## config.mk

```make
export PLATFORM = sky130hd
export DESIGN_NAME = v_tx_text
export DESIGN_NICKNAME = d
export VERILOG_FILES = /design/src/rtl/v_tx_text.sv
export SDC_FILE = /design/constraint.sdc
export NUM_CORES = 1
export LEC_CHECK = 0
export CAP_MARGIN = 40
export CELL_PAD_IN_SITES_DETAIL_PLACEMENT = 1
export CELL_PAD_IN_SITES_GLOBAL_PLACEMENT = 1
export CORE_MARGIN = 5
export CORE_UTILIZATION = 35
export DETAILED_ROUTE_END_ITERATION = 6
export PLACE_DENSITY_LB_ADDON = 0.1
export SYNTH_ARGS = -nofsm -noshare
export SYNTH_HDL_FRONTEND = slang
export SYNTH_SLANG_ARGS = --single-unit
```

## constraint.sdc

```tcl
create_clock -name CLK -period 3.3 [get_ports CLK]
set_input_delay 0.33 -clock CLK [delete_from_list [all_inputs] [get_ports CLK]]
set_output_delay 0.33 -clock CLK [all_outputs]
set_load 0.02 [all_outputs]
```

## src/rtl/v_tx_text.sv

```systemverilog
// Text-to-chunk encoder for the chunked TX path: byte 0 carries the text length,
// bytes 1..length carry the text, everything above is zero; held until acknowledged.
//
//   state    | meaning
//   ---------+--------------------------------------------------------------
//   ST_IDLE  | ready for a request; oversize requests are rejected here
//   ST_BUILD | one cycle: encode the latched text into the chunk registers
//   ST_SEND  | chunk presented to the sender, waiting for tx_chunk_ack
//   ST_DONE  | one cycle of turnaround before accepting the next request
module v_tx_text #(
   parameter logic [7:0] INTERFACE_TX_CHUNK_TYPE      = 8'd5,
   parameter int         TX_CONTENT_BUFFER_BYTE_SIZE  = 33,
   parameter int         TX_CONTENT_BUFFER_INDEX_SIZE = 32,
   parameter int         TX_TEXT_MAX_SIZE             = 32
) (
   input  logic                                        CLK,
   input  logic                                        RST,
   input  logic [(TX_CONTENT_BUFFER_BYTE_SIZE-1)*8-1:0] tx_text_bytes,
   input  logic [TX_CONTENT_BUFFER_INDEX_SIZE-1:0]     tx_text_size,
   input  logic                                        tx_text_valid,
   output logic                                        tx_text_ready,
   output logic [7:0]                                  tx_chunk_type,
   output logic [TX_CONTENT_BUFFER_BYTE_SIZE*8-1:0]    tx_chunk_bytes,
   output logic [TX_CONTENT_BUFFER_INDEX_SIZE-1:0]     tx_chunk_byte_size,
   output logic                                        tx_is_chunk_ready,
   input  logic                                        tx_chunk_ack,
   output logic                                        tx_text_rejected,
   output logic [7:0]                                  tx_text_reject_count
);

   localparam int BS = TX_CONTENT_BUFFER_BYTE_SIZE;
   localparam int IW = TX_CONTENT_BUFFER_INDEX_SIZE;
   localparam int TW = (BS - 1) * 8;
   localparam int CW = BS * 8;

   typedef enum logic [1:0] {
      ST_IDLE  = 2'd0,
      ST_BUILD = 2'd1,
      ST_SEND  = 2'd2,
      ST_DONE  = 2'd3
   } state_t;

   state_t          state_q, state_d;
   logic [TW-1:0]   text_q, text_d;
   logic [IW-1:0]   size_q, size_d;
   logic [CW-1:0]   chunk_q, chunk_d;
   logic [IW-1:0]   chunk_size_q, chunk_size_d;
   logic            rejected_q, rejected_d;
   logic [7:0]      reject_count_q, reject_count_d;
   logic            too_big;

   // Full-width compare so sizes like 0x102 are not mistaken for 2.
   assign too_big = (tx_text_size > IW'(TX_TEXT_MAX_SIZE));

   always_comb begin
      state_d           = state_q;
      text_d            = text_q;
      size_d            = size_q;
      chunk_d           = chunk_q;
      chunk_size_d      = chunk_size_q;
      rejected_d        = 1'b0;
      reject_count_d    = reject_count_q;
      tx_text_ready     = 1'b0;
      tx_is_chunk_ready = 1'b0;

      case (state_q)
         ST_IDLE: begin
            tx_text_ready = 1'b1;
            if (tx_text_valid) begin
               if (too_big) begin
                  rejected_d = 1'b1;
                  if (reject_count_q != 8'hFF) begin
                     reject_count_d = reject_count_q + 8'd1;
                  end
               end else begin
                  text_d  = tx_text_bytes;
                  size_d  = tx_text_size;
                  state_d = ST_BUILD;
               end
            end
         end
         ST_BUILD: begin
            chunk_d      = '0;
            chunk_d[7:0] = size_q[7:0];
            // Text bytes beyond the length are masked to zero, never passed through.
            for (int k = 1; k < BS; k++) begin
               if (IW'(k) <= size_q) begin
                  chunk_d[8*k +: 8] = text_q[8*(k-1) +: 8];
               end
            end
            chunk_size_d = size_q + IW'(1);
            state_d      = ST_SEND;
         end
         ST_SEND: begin
            tx_is_chunk_ready = 1'b1;
            if (tx_chunk_ack) begin
               state_d = ST_DONE;
            end
         end
         ST_DONE: begin
            state_d = ST_IDLE;
         end
         default: begin
            state_d = ST_IDLE;
         end
      endcase
   end

   always_ff @(posedge CLK) begin
      if (RST) begin
         state_q        <= ST_IDLE;
         text_q         <= '0;
         size_q         <= '0;
         chunk_q        <= '0;
         chunk_size_q   <= '0;
         rejected_q     <= 1'b0;
         reject_count_q <= 8'h00;
      end else begin
         state_q        <= state_d;
         text_q         <= text_d;
         size_q         <= size_d;
         chunk_q        <= chunk_d;
         chunk_size_q   <= chunk_size_d;
         rejected_q     <= rejected_d;
         reject_count_q <= reject_count_d;
      end
   end

   assign tx_chunk_type        = INTERFACE_TX_CHUNK_TYPE;
   assign tx_chunk_bytes       = chunk_q;
   assign tx_chunk_byte_size   = chunk_size_q;
   assign tx_text_rejected     = rejected_q;
   assign tx_text_reject_count = reject_count_q;

endmodule

```

; After elaboration in Yosys (flattened, before gate mapping)
; Index checks and enable logic that the tools add are counted.
[totals]
reg_bits = 595
inputBits = 292
out_inout_bits = 315
elab_cells = 96
[op_classes]
addsub = 2
order_cmp = 33
n_eq_ne = 7
muxes = 39
bitwise = 3
reduce_logical = 5
[op_table]
columns = op, n
row1 = "less-or-equal comparator 5 x 32 -> 1 bit, first input constant", 16
row2 = "less-or-equal comparator 4 x 32 -> 1 bit, first input constant", 8
row3 = two-way mux 8 bit, 32
row4 = "less-or-equal comparator 3 x 32 -> 1 bit, first input constant", 4
row5 = "less-or-equal comparator 2 x 32 -> 1 bit, first input constant", 2
row6 = "adder 32 x 1 -> 32 bit, second input constant", 1
row7 = "> comparator 32 x 6 -> 1 bit, second input constant", 1
row8 = "less-or-equal comparator 1 x 32 -> 1 bit, first input constant", 1
row9 = "less-or-equal comparator 6 x 32 -> 1 bit, first input constant", 1
row10 = "adder 8 x 1 -> 8 bit, second input constant", 1
row11 = "!= test 8 bit, second input constant", 1
row12 = case mux 2 bit (4 select lines), 1
row13 = two-way mux 2 bit, 3
row14 = "!= test 2 bit, second input constant", 3
row15 = AND reduction 3 bit, 2
row16 = "equality test 2 bit, second input constant", 2
row17 = AND reduction 4 bit, 1
row18 = two-way mux 1 bit, 3
row19 = NOT 1 bit, 3
row20 = OR reduction 3 bit, 1
row21 = "equality test 2 x 1 -> 1 bit, second input constant", 1
row22 = zero test 2 bit, 1

; Logic depth before layout (Yosys ltp)
[depth]
ltp_word = 4
ltp_mapped = 9
ltp_nobuf = 7

; Worst setup path after synthesis
; Ideal clock, no wire load.
[synth_timing]
path_type = input -> register
start = in tx_text_size[1]
end = reg size_q[0]
setup_time_ps = 132
arrival_ps = 2098
required_time_ps = 3168
path_slack_ps = 1070
cell_stages = 8
path_buffers = 3
cell_sequence = or4_1 > o21a_1 > or4_1 > buf_2 > buf_6 > buf_6 > nand2_1 > a21oi_1
[synth_between]
elab_chain_cells = 3
[synth_lines]
columns = element, line_no
row1 = from (decl), 19  ; input logic [TX_CONTENT_BUFFER_INDEX_SIZE-1:0] tx_text_size,
row2 = > comparator 32 x 6 -> 1 bit, 53  ; assign too_big = (tx_text_size > IW'(TX_TEXT_MAX_SIZE));
row3 = NOT 1 bit (no source line), -
row4 = AND reduction 3 bit (no source line), -
row5 = to (signal assigned), 121  ; size_q <= size_d;
row6 = to (decl), 45  ; logic [IW-1:0] size_q, size_d;
; Every way passes these cells.
; A chain may end at the register's enable or synchronous reset.

; Worst setup path after layout
[layout_timing]
start = reg size_q[8]
end = reg chunk_q[18] (netlist: tx_chunk_bytes[18])
[layout_between]
elab_chain_cells = 2
[layout_lines]
columns = element, line_no
row1 = less-or-equal comparator 2 x 32 -> 1 bit, 87  ; if (IW'(k) <= size_q) begin
row2 = two-way mux 8 bit, 87
row3 = to (signal assigned), 122  ; chunk_q <= chunk_d;
row4 = to (decl), 46  ; logic [CW-1:0] chunk_q, chunk_d;
; Every way passes these cells.

==> flow_summary_export.csv <==
group,metric,value,unit
sta,finalCriticalPeriod,2.67,ns
setup_path,crit_type,"reg -> reg",
setup_path,arrival,3.14,ns
min_path,hp-class,"in -> reg",
clock_network,hold_buffers,0,
sta,hold-worst-slack,0.120,ns
floorplanning,fp.dieH,255,um
floorplanning,initial_core_util,35.4,%
sta,rsz0062_at_grt,"no",
sta,setup-violations-final,0,
synth,synth.top_cells.by_area,"dfxtp_1 (57%), nand2_1 (9.6%), a22o_1 (8.0%)",
synth,syn_area_per_cell,9.27,um2
global_routing,grt_max_degree,169,
synth,synth_seq_cells,595,
clock_network,max-clock-path-buffers,3,
power,power.total,16.3,mW
synth,async_flop_share,0,%
setup_path,crit_family,"simple AND/OR/NAND/NOR gates",
placement,gp_routability_congestion,0.830,
global_routing,first_global_vias,19300,
sta,worst_slew_pin_slew,0.988,ns
floorplanning,core_area,59100,um2
clock_network,cts_resized,0,
global_routing,grt_pass1_wl,120000,um
sta,max-slew-margin-rel,34.2,%
synth,synth_commonest_cells,"dfxtp_1 (595), nand2_1 (537), a21oi_1 (326)",
synth,synth.most_common_cell,"dfxtp_1",
synth,syn-instance-count,2258,
synth,yosys_warnings,0,
clock_network,cts_setup_buffers,0,
detailed_routing,drt-pass1-iter-count,5,
layout,drive_above_1_share,6.26,%
synth,synth_top_cell_by_area,"dfxtp_1",
global_routing,antenna_found_initial,25,
synth,synth_ff_type,"dfxtp_1",
floorplanning,io_pins,607,
clock_network,cts_tree,"built",
status,status,"complete, no violations",
setup_path,path_cells,"nor4_1 > buf_4 > nand4_1 > nor2_2 > buf_4 > and4b_1 > nor3_1",
run,drv_cap,0,
sta,max_freq,374,MHz
layout,fin_util,50.4,%
clock_network,numCtsBuffers,61,
setup_path,crit_path_end_kind,"flop",
sta,drv_slew,0,
detailed_routing,drc,0,
synth,synth_edf_count,0,
floorplanning,die_w,255,um
placement,hpwl,59200,um
synth,syn-cell-area,20900,um2
power,peakVddDrop,415,uV
clock_network,root_buffer,"clkbuf_16",
sta,finalSetupTns,0,ns
detailed_routing,vias,18600,
detailed_routing,top_layer,"met5",
global_routing,grt_use_total,24.0,%
floorplanning,fp.dieArea,64800,um2
power,power_density,546,nW/um2
layout,nNetsFinal,3109,
clock_network,clkSinkCount,595,
detailed_routing,ant_nets,0,
global_routing,grt_overflow,0,
setup_path,required,3.77,ns
detailed_routing,wl_met2,40500,um
setup_path,crit_path_frequent_cell,"buf_4",
detailed_routing,totalWireLength,82700,um
clock_network,path_clk_slew,0.06,ns
setup_path,max_stage_delay,0.55,ns
synth,seq_area_frac_synth,56.9,%
layout,areaGrowthSynthToFinish,42.5,%
setup_path,cp_num_buf_inv,2,
detailed_routing,post_drt_wl_per_cell,22.7,um
sta,hold_viol,0,
clock_network,insertion_delay,0.62,ns
setup_path,slowest_stage,"and4b_1",
placement,port-buffer-count,598,
synth,synth.distinct_cells,49,
power,leakagePower,10.2,nW
setup_path,start_kind,"flop",
sta,timing.final.crit_share,81.0,%
detailed_routing,wl_met3,6320,um
synth,yosys.area.top_type_share,56.9,%
setup_path,cp_max_fo,15,
detailed_routing,met1_length,32900,um
floorplanning,rows,89,
sta,clock_skew,0.0111,ns
detailed_routing,drt-initial-drc-count,831,
detailed_routing,drt-vias-per-instance,5.10,
clock_network,htree_num_levels,2,
## metal layers
metal / track usage (%) / vias up
li1: - / 8868
met1: 28.4 / 9135
met2: 40.7 / 477
met3: 7.83 / 133
met4: 9.06 / 14
met5: 0 / -
## flip-flops by register name (all words and copies together) (netlist names)
signal / flops
tx_chunk_bytes: 264
tx_chunk_byte_size: 32
size_q: 32
tx_text_reject_count: 8
tx_text_rejected: 1
text_q: 256
state_q: 2
## power by group
group	leakage, nW	total, mW	switching, mW	internal (mW)
clock	1.03	7.12	2.91	4.20
combinational	4.41	1.77	0.977	0.794
sequential	4.79	7.40	0.0881	7.31
total	10.2	16.3	3.98	12.3
## layout make-up
cell class / count / area, um2
Tap cell: 773 / 967
Inverter: 9 / 33.8
Sequential cell: 595 / 11900
Clock inverter: 19 / 228
Clock buffer: 92 / 1840
Fill cell: 6600 / 29300
Multi-Input combinational cell: 1491 / 8200
Timing Repair Buffer: 652 / 6600
Antenna cell: 18 / 45.0
## worst paths after layout
kind | from | cells after the start | slack [ns] | end
max | size_q[8] | 7 | 0.63 | tx_chunk_bytes[18]
min | RST | 2 | 0.12 | tx_text_reject_count[2]
max reg2reg | size_q[8] | 7 | 0.63 | tx_chunk_bytes[18]
min reg2reg | text_q[184] | 2 | 0.46 | text_q[184]
## metrics by stage
step / setup slack, ns / std cells / cell area, um2
2_1_floorplan: 1.07 / 2264 / 21000
4_1_cts: 0.654 / 3631 / 29800
3_3_place_gp: 0.256 / 3502 / 27500
5_1_grt: 0.503 / 3641 / 29800
3_5_place_dp: 0.227 / 3520 / 27700
6_report: 0.627 / 3649 / 29800
## placed cells by master, fill, tap and decap left out, drive strengths merged, types with 5 or more instances in the layout
cell type,instances
nor4,16
nand3,68
clkinv,13
bufinv,5
and3,12
inv,10
a22o,191
a211oi,29
conb,8
clkbuf,92
dfxtp,595
ha,7
and2,30
nand2b,45
nand4,13
a21oi,326
o21ai,12
xor2,22
diode,18
nor2,71
nor3,18
buf,55
o31ai,6
mux2i,34
clkdlybuf4s50,597
xnor2,7
nand2,537
## logic make-up (layout without fill, tap and decap cells)
| family | Yosys count | in the layout | synth area share [%] |
|---|---|---|---|
| flops | 595 | 595 | 56.9 |
| simple gates | 830 | 830 | 17.2 |
| xor+xnor | 29 | 29 | 1.21 |
| fa+ha+maj | 7 | 7 | 0.418 |
| buf+inv | 178 | 772 | 4.46 |
| other cells | 2 | 26 | 0.0359 |
| compound gates | 580 | 580 | 18.0 |
| mux | 37 | 37 | 1.79 |
(Power assumes the default switching activity.)
